**config.mk**
```make
export PLATFORM = sky130hd
export DESIGN_NAME = mem_arbiter
export DESIGN_NICKNAME = d
export VERILOG_FILES = /design/src/rtl/mem_arbiter_pkg.sv /design/src/rtl/mem_arbiter_starve_counter.sv /design/src/rtl/mem_arbiter.sv
export SDC_FILE = /design/constraint.sdc
export NUM_CORES = 1
export LEC_CHECK = 0
export CAP_MARGIN = 25
export CORE_MARGIN = 5
export CORE_UTILIZATION = 44
export DETAILED_ROUTE_END_ITERATION = 12
export PLACE_DENSITY = 0.86
export SYNTH_ARGS = -nofsm -noshare
export SYNTH_HDL_FRONTEND = slang
export SYNTH_SLANG_ARGS = --single-unit
```
**constraint.sdc**
```tcl
create_clock -name clk -period 4.1 [get_ports clk]
set_input_delay 1.23 -clock clk [delete_from_list [all_inputs] [get_ports clk]]
set_output_delay 1.23 -clock clk [all_outputs]
set_load 0.1 [all_outputs]
```
**src/rtl/mem_arbiter_pkg.sv**
```systemverilog
// Shared types and constants for the CPU/video block-RAM arbiter.
package mem_arb_pkg;

    typedef enum logic [1:0] {
        OWN_NONE = 2'd0,
        OWN_CPU  = 2'd1,
        OWN_VID  = 2'd2
    } owner_e;

    localparam int DEF_ADDR_W   = 16;
    localparam int DEF_DATA_W   = 16;
    localparam int STARVE_CNT_W = 4;

endpackage

```
**src/rtl/mem_arbiter_starve_counter.sv**
```systemverilog
// Saturating CPU starvation counter; at_max forces the next contended grant to the CPU.
module arb_starve_counter
    import mem_arb_pkg::*;
#(
    parameter int MAX = 4
) (
    input  logic clk,
    input  logic reset,
    input  logic inc,
    input  logic clr,
    output logic at_max
);

    localparam logic [STARVE_CNT_W-1:0] MAX_V = STARVE_CNT_W'(MAX);

    logic [STARVE_CNT_W-1:0] r_cnt;

    always_ff @(posedge clk or negedge reset) begin
        if (!reset) begin
            r_cnt <= '0;
        end else if (clr) begin
            r_cnt <= '0;
        end else if (inc && (r_cnt != MAX_V)) begin
            r_cnt <= r_cnt + 1'b1;
        end
    end

    assign at_max = (r_cnt == MAX_V);

endmodule

```
**src/rtl/mem_arbiter.sv**
```systemverilog
// Two-requester block-RAM arbiter (video priority, bounded CPU starvation), 3-stage pipeline.
// Optional statistics counters enabled by defining MEM_ARB_STATS_EN.
module mem_arbiter
    import mem_arb_pkg::*;
#(
    parameter int ADDR_W     = DEF_ADDR_W,
    parameter int DATA_W     = DEF_DATA_W,
    parameter int STARVE_MAX = 4
) (
    input  logic              clk,
    input  logic              reset,
    input  logic              cpu_req,
    input  logic              cpu_we,
    input  logic [ADDR_W-1:0] cpu_addr,
    input  logic [DATA_W-1:0] cpu_wdata,
    output logic              cpu_gnt,
    output logic              cpu_rvalid,
    output logic [DATA_W-1:0] cpu_rdata,
    input  logic              vid_req,
    input  logic [ADDR_W-1:0] vid_addr,
    output logic              vid_gnt,
    output logic              vid_rvalid,
    output logic [DATA_W-1:0] vid_rdata,
    output logic              mem_en,
    output logic              mem_we,
    output logic [ADDR_W-1:0] mem_addr,
    output logic [DATA_W-1:0] mem_wdata,
    input  logic [DATA_W-1:0] mem_rdata
`ifdef MEM_ARB_STATS_EN
    ,
    input  logic              stats_clr,
    output logic [15:0]       cpu_stall_cnt,
    output logic [15:0]       vid_gnt_cnt
`endif
);

    logic w_cpu_win;
    logic w_vid_win;
    logic w_starve_max;
    logic w_starve_inc;
    logic w_starve_clr;

    owner_e            r_iss_own;
    logic              r_iss_we;
    logic [ADDR_W-1:0] r_iss_addr;
    logic [DATA_W-1:0] r_iss_wdata;
    owner_e            r_ret_own;
    logic [DATA_W-1:0] r_cpu_rdata;
    logic [DATA_W-1:0] r_vid_rdata;

    always_comb begin
        w_cpu_win    = cpu_req && (!vid_req || w_starve_max);
        w_vid_win    = vid_req && !w_cpu_win;
        w_starve_inc = cpu_req && !w_cpu_win;
        w_starve_clr = !cpu_req || w_cpu_win;
    end

    assign cpu_gnt = w_cpu_win;
    assign vid_gnt = w_vid_win;

    arb_starve_counter #(
        .MAX(STARVE_MAX)
    ) u_starve (
        .clk    (clk),
        .reset  (reset),
        .inc    (w_starve_inc),
        .clr    (w_starve_clr),
        .at_max (w_starve_max)
    );

    // Stage A: capture the winner; addr/wdata only load on a grant so idle cycles hold them.
    always_ff @(posedge clk or negedge reset) begin
        if (!reset) begin
            r_iss_own   <= OWN_NONE;
            r_iss_we    <= 1'b0;
            r_iss_addr  <= '0;
            r_iss_wdata <= '0;
        end else begin
            r_iss_own <= w_cpu_win ? OWN_CPU : (w_vid_win ? OWN_VID : OWN_NONE);
            r_iss_we  <= w_cpu_win && cpu_we;
            if (w_cpu_win) begin
                r_iss_addr  <= cpu_addr;
                r_iss_wdata <= cpu_wdata;
            end else if (w_vid_win) begin
                r_iss_addr  <= vid_addr;
            end
        end
    end

    // Stage B: RAM port driven straight from the issue register.
    assign mem_en    = (r_iss_own != OWN_NONE);
    assign mem_we    = r_iss_we;
    assign mem_addr  = r_iss_addr;
    assign mem_wdata = r_iss_wdata;

    always_ff @(posedge clk or negedge reset) begin
        if (!reset) begin
            r_ret_own   <= OWN_NONE;
            r_cpu_rdata <= '0;
            r_vid_rdata <= '0;
        end else begin
            r_ret_own <= r_iss_we ? OWN_NONE : r_iss_own;
            if (cpu_rvalid) r_cpu_rdata <= mem_rdata;
            if (vid_rvalid) r_vid_rdata <= mem_rdata;
        end
    end

    // Stage C: RAM output is passed through while valid to keep gnt->rvalid at 2 cycles,
    // and the hold register keeps rdata stable afterwards.
    assign cpu_rvalid = (r_ret_own == OWN_CPU);
    assign vid_rvalid = (r_ret_own == OWN_VID);
    assign cpu_rdata  = cpu_rvalid ? mem_rdata : r_cpu_rdata;
    assign vid_rdata  = vid_rvalid ? mem_rdata : r_vid_rdata;

`ifdef MEM_ARB_STATS_EN
    logic [15:0] r_cpu_stall_cnt;
    logic [15:0] r_vid_gnt_cnt;

    always_ff @(posedge clk or negedge reset) begin
        if (!reset) begin
            r_cpu_stall_cnt <= '0;
            r_vid_gnt_cnt   <= '0;
        end else if (stats_clr) begin
            r_cpu_stall_cnt <= '0;
            r_vid_gnt_cnt   <= '0;
        end else begin
            if (w_starve_inc && (r_cpu_stall_cnt != '1)) r_cpu_stall_cnt <= r_cpu_stall_cnt + 1'b1;
            if (w_vid_win && (r_vid_gnt_cnt != '1))      r_vid_gnt_cnt   <= r_vid_gnt_cnt + 1'b1;
        end
    end

    assign cpu_stall_cnt = r_cpu_stall_cnt;
    assign vid_gnt_cnt   = r_vid_gnt_cnt;
`endif

endmodule

```
==> impl_metrics.env <==
export IMPL_ys_seq_area_frac=0.635
export IMPL_core_region_area_um2=6350
export IMPL_area_growth_pct=68.1
export IMPL_grt_overflow_total=0
export IMPL_diodes=0
export IMPL_ys_warn_count=0
export IMPL_totalPowerFinal_uw=2770
export IMPL_ff2ff_setup_slack_ns=2.15
export IMPL_gr_usage_met3=0.0575
export IMPL_setup_violations=0
export IMPL_path_class="in2out"
export IMPL_rsz0062_at_grt="false"
export IMPL_end_kind="output pin"
export IMPL_htree_num_levels=3
export IMPL_worstHoldPathType="reg2reg"
export IMPL_grt_total_usage=0.189
export IMPL_antenna_found_initial=0
export IMPL_min_period_ns=3.52
export IMPL_grt_met1_usage=0.204
export IMPL_clk_latency_ns=0.32
export IMPL_n_fill_cell=398
export IMPL_worst_slew_pin_slew_ns=1.01
export IMPL_leakage_uw=0.00209
export IMPL_drive_gt1_frac=0.330
export IMPL_synth_top_area_cell="dfrtp_1"
export IMPL_dr_first_iter_drc_count=38
export IMPL_fin_area_um2=4840
export IMPL_final_cell_mix="101 x clkdlybuf4s50_1, 73 x dfrtp_1, 47 x mux2_2, 34 x buf_12, 17 x and2_1"
export IMPL_grt_pass1_wl_mm=12.2
export IMPL_finalHoldViolations=0
export IMPL_async_flop_share=1.00
export IMPL_gp_congestion=0.725
export IMPL_groute_layer_met2_usage=0.348
export IMPL_boundaryPins=139
export IMPL_p_per_area_nw_per_um2=573
export IMPL_cp_required_ns=2.87
export IMPL_synth_area_um2=2880
export IMPL_gr_max_usage_layer="met2"
export IMPL_cts_setup_buffers=0
export IMPL_path_cells="clkdlybuf4s50_1, inv_1, o21a_1, buf_12"
export IMPL_via_per_inst=5.05
export IMPL_fmax_mhz=284
export IMPL_final_common_cell="clkdlybuf4s50_1"
export IMPL_cts_buffers=9
export IMPL_nets=402
export IMPL_clkTransAtPathRegs_ns=0.07
export IMPL_clock_tree_buffer_depth=2
export IMPL_wirelength_mm=7.63
export IMPL_clock_skew_ns=0.00550
export IMPL_cts_resized=0
export IMPL_netlist_top_cells_area="dfrtp_1 63%, mux2_2 18%, and2_1 3.7%"
export IMPL_startpoint_type="input pin"
export IMPL_crit_path_top_delay_cell="clkdlybuf4s50_1"
export IMPL_die_h_um=90.9
export IMPL_min_period_over_period=0.860
export IMPL_peakVddDrop_uv=433
export IMPL_synth_area_per_cell_um2=15.3
export IMPL_syn_inst=188
export IMPL_ys_ff_latch=73
export IMPL_root_buffer="clkbuf_8"
export IMPL_synth_fp_nets=259
export IMPL_cts_tree="done"
export IMPL_slowest_delay_ns=0.52
export IMPL_grt_max_degree=74
export IMPL_grt_pass1_vias=2374
export IMPL_fp_dieW_um=90.9
export IMPL_status="finished, final reports clean"
export IMPL_drv_cap=0
export IMPL_arrival_ns=2.29
export IMPL_ys_types=23
export IMPL_cts_hold_buf=0
export IMPL_initial_utilization=0.453
export IMPL_wire_per_inst_um=18.5
export IMPL_num_vias=2087
export IMPL_drt_pass1_iterations=4
export IMPL_tns_ns=0
export IMPL_dieArea_um2=8260
export IMPL_synth_top_area_frac=0.635
export IMPL_relSlewSlack=0.327
export IMPL_seq_area_um2=1830
export IMPL_placed_cell_area_um2=4650
export IMPL_portBuffers=138
export IMPL_cts_sinks=73
export IMPL_drc=0
export IMPL_dp_hpwl_mm=5.83
export IMPL_row_count=29
export IMPL_multi_input_comb_area_um2=962
export IMPL_ant_nets=0
export IMPL_synth_edff_count=0
export IMPL_crit_fanout=3
export IMPL_maxSlewViolCount=0
export IMPL_synthFlopType="dfrtp_1"
==> Yosys cell counts (2+ instances only) <==
library cell,n
buf_4,2
inv_1,5
buf_2,5
a221o_1,9
a221o_2,7
mux2_2,47
ha_1,2
dfrtp_1,73
nand3_1,2
nor2_1,5
and2_1,17
nor2b_1,3
==> layout make-up <==
| class | count | area share |
|---|---|---|
| sequential | 73 | 0.378 |
| timing repair buffer | 142 | 0.361 |
| multi-input combinational | 100 | 0.199 |
| clock buffer | 13 | 0.0308 |
| tap | 77 | 0.0199 |
| clock inverter | 3 | 0.00828 |
| inverter | 5 | 0.00388 |
==> per-stage QoR <==
step | worst slack [ns] | hold slack, ns | std cells | util
5_1_grt | 0.546 | 0.489 | 413 | 0.762
2_1_floorplan | 0.878 | 0.454 | 188 | -
4_1_cts | 0.569 | 0.462 | 413 | 0.762
3_3_place_gp | 0.605 | 0.442 | 397 | 0.732
3_5_place_dp | 0.579 | 0.450 | 397 | 0.732
6_report | 0.576 | 0.455 | 413 | 0.762
==> cell families (layout without fill, tap and decap cells) <==
family	Yosys count	after routing	synth area share
AND/OR/NAND/NOR	30	30	0.0648
flip-flops	73	73	0.635
adder cells (fa/ha/maj)	2	2	0.00869
multiplexers	48	48	0.188
AO/OA/AOI/OAI	18	18	0.0670
buffers and inverters	15	163	0.0309
XOR/XNOR	2	2	0.00609
==> sequential cells by signal (all words and copies together) (netlist names) <==
register and count:
r_vid_rdata 16, r_iss_own 2, r_ret_own 2, mem_wdata 16, u_starve.r_cnt 4, mem_addr 16
r_cpu_rdata 16, mem_we 1
==> critical path, delay by kind of cell <==
family	cells	cell delay (ns)
buffers and inverters	3	0.81
AOI/OAI and AO/OA	1	0.25
==> path summary, 6_finish.rpt <==
check | from | endpoint | cells after the start
min in group asynchronous | reset | mem_addr[1] | 1
max | cpu_req | vid_gnt | 4
min | mem_we | r_ret_own[1] | 1
max reg2reg | u_starve.r_cnt[0] | mem_wdata[2] | 6
max in group asynchronous | reset | r_vid_rdata[7] | 1
min reg2reg | mem_we | r_ret_own[1] | 1
==> power breakdown <==
part / internal [uW] / switching (uW)
Sequential: 819 / 37.7
Combinational: 444 / 931
Clock: 297 / 244
Total: 1560 / 1210
==> per-layer routing <==
| metal | up-vias | wire length, um |
|---|---|---|
| met4 | 0 | 68 |
| li1 | 943 | - |
| met3 | 6 | 539 |
| met2 | 73 | 4310 |
| met1 | 1065 | 2710 |
| met5 | - | 0 |
Note: power is estimated with default switching activity, not from simulation.
